$ cat config.mk
export PLATFORM = sky130hd
export DESIGN_NAME = pokey_serin_rx_flat
export DESIGN_NICKNAME = d
export VERILOG_FILES = /design/src/rtl/pokey_serin_rx_if.sv /design/src/rtl/pokey_serin_rx.sv /design/src/flat_wrapper.sv
export SDC_FILE = /design/constraint.sdc
export NUM_CORES = 1
export LEC_CHECK = 0
export ABC_AREA = 1
export BUFFER_PORTS_ARGS = -buffer_cell sky130_fd_sc_hd__buf_2
export CAP_MARGIN = 20
export CORE_MARGIN = 5
export CORE_UTILIZATION = 40
export DETAILED_ROUTE_END_ITERATION = 12
export PLACE_DENSITY = 0.63
export SLEW_MARGIN = 20
export SYNTH_ARGS = -nofsm -noshare
export SYNTH_HDL_FRONTEND = slang
export SYNTH_SLANG_ARGS = --single-unit
$ cat constraint.sdc
create_clock -name clk -period 1.2 [get_ports clk]
set_clock_uncertainty 0.2 [all_clocks]
set_input_delay 0.06 -clock clk [delete_from_list [all_inputs] [get_ports clk]]
set_output_delay 0.06 -clock clk [all_outputs]
set_load 0.01 [all_outputs]
$ cat src/rtl/pokey_serin_rx_if.sv
// Host-side bus of the POKEY serial-input receiver: SERIN data, IRQ request and error flags.
interface pokey_serin_rx_if #(
  parameter int unsigned DATA_BITS = 8
);
  logic                 irq_ack;
  logic                 err_clr;
  logic [DATA_BITS-1:0] serin;
  logic                 rx_done;
  logic                 rx_full;
  logic                 frame_err;
  logic                 overrun_err;
  logic                 busy;
  logic                 timer_restart;

  // Host / CPU side: acknowledges and clears, observes data and status.
  modport master (
    output irq_ack, err_clr,
    input  serin, rx_done, rx_full, frame_err, overrun_err, busy, timer_restart
  );

  // Receiver side.
  modport slave (
    input  irq_ack, err_clr,
    output serin, rx_done, rx_full, frame_err, overrun_err, busy, timer_restart
  );
endinterface

$ cat src/rtl/pokey_serin_rx.sv
// POKEY serial-input receiver: deserialises start/8 data/stop frames from SID using
// half-bit ticks from the channel 3/4 timer, and reports SERIN, ready and error status.
module pokey_serin_rx #(
  parameter int unsigned DATA_BITS   = 8,
  parameter int unsigned SYNC_STAGES = 2
) (
  input  logic              clk,
  input  logic              rst_n,
  input  logic              enp,
  input  logic              bit_tick,
  input  logic              sid,
  pokey_serin_rx_if.slave   host
);

  localparam int unsigned CNT_W = $clog2(DATA_BITS + 1);
  localparam logic [CNT_W-1:0] LAST_BIT = CNT_W'(DATA_BITS - 1);

  typedef enum logic [1:0] {
    S_IDLE  = 2'd0,
    S_START = 2'd1,
    S_DATA  = 2'd2,
    S_STOP  = 2'd3
  } state_e;

  state_e                 state_q, state_d;
  logic [SYNC_STAGES-1:0] sync_q;
  logic                   sid_prev_q;
  logic                   phase_q, phase_d;
  logic [CNT_W-1:0]       bitcnt_q, bitcnt_d;
  logic [DATA_BITS-1:0]   shreg_q, shreg_d;
  logic [DATA_BITS-1:0]   serin_q, serin_d;
  logic                   rx_done_q, rx_done_d;
  logic                   rx_full_q, rx_full_d;
  logic                   frame_err_q, frame_err_d;
  logic                   overrun_q, overrun_d;
  logic                   busy_q, busy_d;
  logic                   restart_q, restart_d;

  logic sid_s;
  logic tk;
  logic fall;
  logic stop_smp;

  assign sid_s    = sync_q[SYNC_STAGES-1];
  assign tk       = enp & bit_tick;
  assign fall     = sid_prev_q & ~sid_s;
  assign stop_smp = (state_q == S_STOP) & tk & phase_q;

  // SID synchroniser and edge-detect history, idle-high out of reset.
  always_ff @(posedge clk or negedge rst_n) begin
    if (!rst_n) begin
      sync_q     <= '1;
      sid_prev_q <= 1'b1;
    end else if (enp) begin
      sync_q     <= {sync_q[SYNC_STAGES-2:0], sid};
      sid_prev_q <= sid_s;
    end
  end

  // FSM state register.
  always_ff @(posedge clk or negedge rst_n) begin
    if (!rst_n) begin
      state_q <= S_IDLE;
    end else if (enp) begin
      state_q <= state_d;
    end
  end

  // FSM next-state logic; only a true falling edge starts a frame, so a held-low break is ignored.
  always_comb begin
    state_d = state_q;
    case (state_q)
      S_IDLE:  if (fall) state_d = S_START;
      S_START: if (tk) state_d = sid_s ? S_IDLE : S_DATA;
      S_DATA:  if (tk && phase_q && (bitcnt_q == LAST_BIT)) state_d = S_STOP;
      S_STOP:  if (tk && phase_q) state_d = S_IDLE;
      default: state_d = S_IDLE;
    endcase
  end

  // FSM output / datapath next values; status flags give set priority over clears.
  always_comb begin
    phase_d   = phase_q;
    bitcnt_d  = bitcnt_q;
    shreg_d   = shreg_q;
    serin_d   = serin_q;
    rx_done_d = 1'b0;
    restart_d = 1'b0;
    case (state_q)
      S_IDLE: begin
        if (fall) begin
          restart_d = 1'b1;
          phase_d   = 1'b0;
          bitcnt_d  = '0;
        end
      end
      S_START: begin
        if (tk && !sid_s) phase_d = 1'b0;
      end
      S_DATA: begin
        if (tk) begin
          phase_d = ~phase_q;
          if (phase_q) begin
            shreg_d  = {sid_s, shreg_q[DATA_BITS-1:1]};
            bitcnt_d = bitcnt_q + CNT_W'(1);
          end
        end
      end
      S_STOP: begin
        if (tk) begin
          phase_d = ~phase_q;
          if (phase_q) begin
            serin_d   = shreg_q;
            rx_done_d = 1'b1;
          end
        end
      end
      default: ;
    endcase
    rx_full_d   = stop_smp | (rx_full_q & ~host.irq_ack);
    frame_err_d = (stop_smp & ~sid_s) | (frame_err_q & ~host.err_clr);
    overrun_d   = (stop_smp & rx_full_q & ~host.irq_ack) | (overrun_q & ~host.err_clr);
    busy_d      = (state_d != S_IDLE);
  end

  // Datapath and registered outputs, advanced only on enp cycles.
  always_ff @(posedge clk or negedge rst_n) begin
    if (!rst_n) begin
      phase_q     <= 1'b0;
      bitcnt_q    <= '0;
      shreg_q     <= '0;
      serin_q     <= '0;
      rx_done_q   <= 1'b0;
      rx_full_q   <= 1'b0;
      frame_err_q <= 1'b0;
      overrun_q   <= 1'b0;
      busy_q      <= 1'b0;
      restart_q   <= 1'b0;
    end else if (enp) begin
      phase_q     <= phase_d;
      bitcnt_q    <= bitcnt_d;
      shreg_q     <= shreg_d;
      serin_q     <= serin_d;
      rx_done_q   <= rx_done_d;
      rx_full_q   <= rx_full_d;
      frame_err_q <= frame_err_d;
      overrun_q   <= overrun_d;
      busy_q      <= busy_d;
      restart_q   <= restart_d;
    end
  end

  assign host.serin         = serin_q;
  assign host.rx_done       = rx_done_q;
  assign host.rx_full       = rx_full_q;
  assign host.frame_err     = frame_err_q;
  assign host.overrun_err   = overrun_q;
  assign host.busy          = busy_q;
  assign host.timer_restart = restart_q;

endmodule

$ cat src/flat_wrapper.sv
// flat-port wrapper written by rule: the top's interface ports become plain ports
module pokey_serin_rx_flat 
#(
  parameter int unsigned DATA_BITS   = 8,
  parameter int unsigned SYNC_STAGES = 2
)
  (clk, rst_n, enp, bit_tick, sid, host_irq_ack, host_err_clr, host_serin, host_rx_done, host_rx_full, host_frame_err, host_overrun_err, host_busy, host_timer_restart);
  pokey_serin_rx_if #(.DATA_BITS(DATA_BITS)) host_i ();
  input  logic clk;
  input  logic rst_n;
  input  logic enp;
  input  logic bit_tick;
  input  logic sid;
  input wire logic [$bits(host_i.irq_ack)-1:0] host_irq_ack;
  input wire logic [$bits(host_i.err_clr)-1:0] host_err_clr;
  output wire logic [$bits(host_i.serin)-1:0] host_serin;
  output wire logic [$bits(host_i.rx_done)-1:0] host_rx_done;
  output wire logic [$bits(host_i.rx_full)-1:0] host_rx_full;
  output wire logic [$bits(host_i.frame_err)-1:0] host_frame_err;
  output wire logic [$bits(host_i.overrun_err)-1:0] host_overrun_err;
  output wire logic [$bits(host_i.busy)-1:0] host_busy;
  output wire logic [$bits(host_i.timer_restart)-1:0] host_timer_restart;
  assign host_i.irq_ack = host_irq_ack;
  assign host_i.err_clr = host_err_clr;
  assign host_serin = host_i.serin;
  assign host_rx_done = host_i.rx_done;
  assign host_rx_full = host_i.rx_full;
  assign host_frame_err = host_i.frame_err;
  assign host_overrun_err = host_i.overrun_err;
  assign host_busy = host_i.busy;
  assign host_timer_restart = host_i.timer_restart;
  pokey_serin_rx #(.DATA_BITS(DATA_BITS), .SYNC_STAGES(SYNC_STAGES)) u_core (.clk(clk), .rst_n(rst_n), .enp(enp), .bit_tick(bit_tick), .sid(sid), .host(host_i));
endmodule
==> flow_summary.toml <==
[run_status]
status = "finished, violations left"
violations = "negative setup slack"

[power]
power_uw = 3863
internal_power_uw = 2497
pwr-share-clk_pct = 23.3
switching_share_pct = 35.34
combinationalPowerShare_pct = 33.4
p_sw_uw = 1365
power_frac_seq_pct = 43.3
leakagePower_uw = 0.001121
peakVddDrop_uv = 801.4
powerDensity_nw_per_um2 = 1771

[critical_path]
rrSetupSlack_ps = -160
reg2reg_depth = 5
path_cells = "nand2_4 -> a21oi_4 -> nand3_4 -> nand2_1 -> nand2_1"
crit_required_ps = 1170
path_max_fanout = 4
worstReg2RegStart = "u_core.sid_prev_q"
cp-start-kind = "flip-flop"
path_common_cell = "nand2_1"
critical-path-slowest-cell = "dfstp_2"
r2r-end = "u_core.bitcnt_q[3]"
critPathKind = "flip-flop to flip-flop"
cp-end-kind = "flip-flop"
arrival_ps = 1340
cp_slowest_stage_delay_ps = 550
crit_start = "u_core.sid_prev_q"

[sta]
period_needed_ps = 1365
finalSetupTns_ps = -3013
worst_pin_slew_ps = 201.7
slew_headroom_pct = 86.56
slew_viol_final = 0
min_period_over_period_pct = 113.7
setup_viol = 28
rsz0062_at_grt = "true"
fin_ws_ps = -164.8
fmax_mhz = 732.7
hold_viol = 0

[synth]
post-synth-top-area-fraction_pct = 49.79
ys_seq_area_share_pct = 55.19
synth-edff-count = 0
netlist_instances = 168
yosys_warnings = 0
synthTopCellsByArea = "dfrtp_1 50%, nand2_1 15%, dfstp_2 5.4%"
synth_most_common_cell = "nand2_1"
synthArstFlopShare_pct = 100.0
synth_top_cell_by_area = "dfrtp_1"
synth.distinct_cells = 24
synth_ff_type = "dfrtp_1"
synthTopCellsByCount = "60 x nand2_1, 29 x dfrtp_1, 20 x inv_1, 13 x o21ai_1, 9 x o21ai_0"
avgSynthCellArea_um2 = 8.676
ys_ff_latch = 32
synth_fp_nets = 176
syn_area_um2 = 1458

[hold_path]
hp-start = "enp"
min_path_type = "input port to flip-flop"
hold_depth = 3
min_to = "u_core.sync_q[1]"

[floorplanning]
die_h_um = 70.37
core_um2 = 3606
fp.dieW_um = 70.37
start_util_pct = 40.42
die-area_um2 = 4951
rows = 22
io_pins = 21

[drt]
firstDrtPassIters = 4
viasPerCell = 4.784
postRouteAntennaNets = 0
drt-initial-drc-count = 39
vias = 1287
drc = 0
wl_mm = 3.425
wl_per_cell_um = 12.73

[clocking]
root_buffer = "clkbuf_8"
clockBufferDepth = 2
clock_sinks = 32
h-tree-depth = 2
cts_buffers = 5
clock_latency_ps = 280
path_clk_slew_ps = 60
cts_tree = "done"

[placement]
routabilityCongestion = 0.8684
dp_cells = 250
placed_area_um2 = 1752
port_buffers = 20
dp_hpwl_mm = 2.106

[global_route]
antenna_found_initial = 0
grt_use_total_pct = 13.67
first_global_vias = 1235
grt_max_degree = 33
grt-ovfl-total = 0
grt_pass1_wl_mm = 5.326

[cells_and_area]
finalInstanceArea_um2 = 2181
nFillCells = 296
fin_util_pct = 60.48
diodes = 0
syn_to_final_growth_pct = 49.61
nNetsFinal = 228
layout.cells.non_filler = 269
drive_above_1_share_pct = 51.13

[run]
cap_violations = 0
[worst max-delay path: cells and delay by family (launching register included)]
family | cells | cell delay, ps
AO/OA/AOI/OAI | 1 | 200
flip-flops | 1 | 550
AND/OR/NAND/NOR | 4 | 300
[kinds of logic (layout without fill, tap and decap cells)]
family	Yosys count	after routing	share of synthesized area (%)
flip-flops	32	32	55.19
buffers and inverters	26	79	8.326
AO/OA/AOI/OAI	27	27	10.90
adder cells (fa/ha/maj)	1	1	0.8582
AND/OR/NAND/NOR	82	82	24.72
[power by group through the flow]
stage          Combinational (µW)  Clock, µW  Sequential (µW)
5_1_grt                      1420        988             1710
4_1_cts                      1070        925             1580
2_1_floorplan                 504          0             1640
6_report                     1290        901             1670
3_3_place_gp                  956          0             1580
3_5_place_dp                  976          0             1590
[placed cells by master (no fill, tap or decap), types with 6 or more instances in the layout]
cell	netlist	routed
dfrtp_1	29	27
clkbuf_8	0	7
buf_2	1	20
o21ai_2	0	10
inv_1	20	14
nor2_1	7	6
buf_4	0	14
nand2_4	1	8
inv_2	2	8
dlygate4sd3_1	0	8
o21ai_1	13	12
nand2_2	2	20
nand2_1	60	35
[registers in the layout (all words and copies together), names as in the netlist, 2 cells and up]
| register | count |
|---|---|
| u_core.host.serin | 8 |
| u_core.bitcnt_q | 4 |
| u_core.state_q | 2 |
| u_core.sync_q | 2 |
| u_core.shreg_q | 8 |
[final cells by class]
| type | instances | area [µm²] | area share [%] |
|---|---|---|---|
| sequential | 32 | 807.0 | 37.01 |
| multi-input combinational | 110 | 732.0 | 33.56 |
| inverter | 22 | 82.58 | 3.787 |
| clock buffer | 8 | 100.1 | 4.590 |
| timing repair buffer | 49 | 399.1 | 18.30 |
| tap | 48 | 60.06 | 2.754 |
[per-layer routing]
layer,up-vias,part of all wire (%),track usage [%]
li1,630,-,-
met1,617,40,15.67
met2,32,52,21.73
met3,8,5.9,6.187
met4,0,1.9,6.170
met5,-,0,0
[worst max-delay path by stage]
stage          depth (start not counted)  slack [ps]                  to
3_5_place_dp                           5        -150  u_core.bitcnt_q[2]
6_report                               5        -160  u_core.bitcnt_q[3]
5_1_grt                                5        -230  u_core.bitcnt_q[3]
4_1_cts                                5        -120  u_core.bitcnt_q[0]
3_3_place_gp                           5        -120  u_core.bitcnt_q[2]
2_1_floorplan                          6         -90  u_core.bitcnt_q[2]
[metrics by stage]
stage	hold slack (ps)	worst slack [ps]
floorplan	-435.6	-85.82
global placement	-172.9	-122.2
detailed placement	-167.4	-152.3
CTS	2.759	-122.1
global route	10.02	-228.4
finish	9.679	-164.8
[what timing repair did]
item | CTS | global route
gates resized for setup | 13 | 58
gates cloned | 0 | 2
setup buffers | 0 | 2
endpoints found under the setup margin | 28 | 30
hold endpoints to repair | 38 | 1
pin swaps | 9 | 13
hold buffers | 7 | 1
No activity file was read; power rests on OpenSTA's default activity.
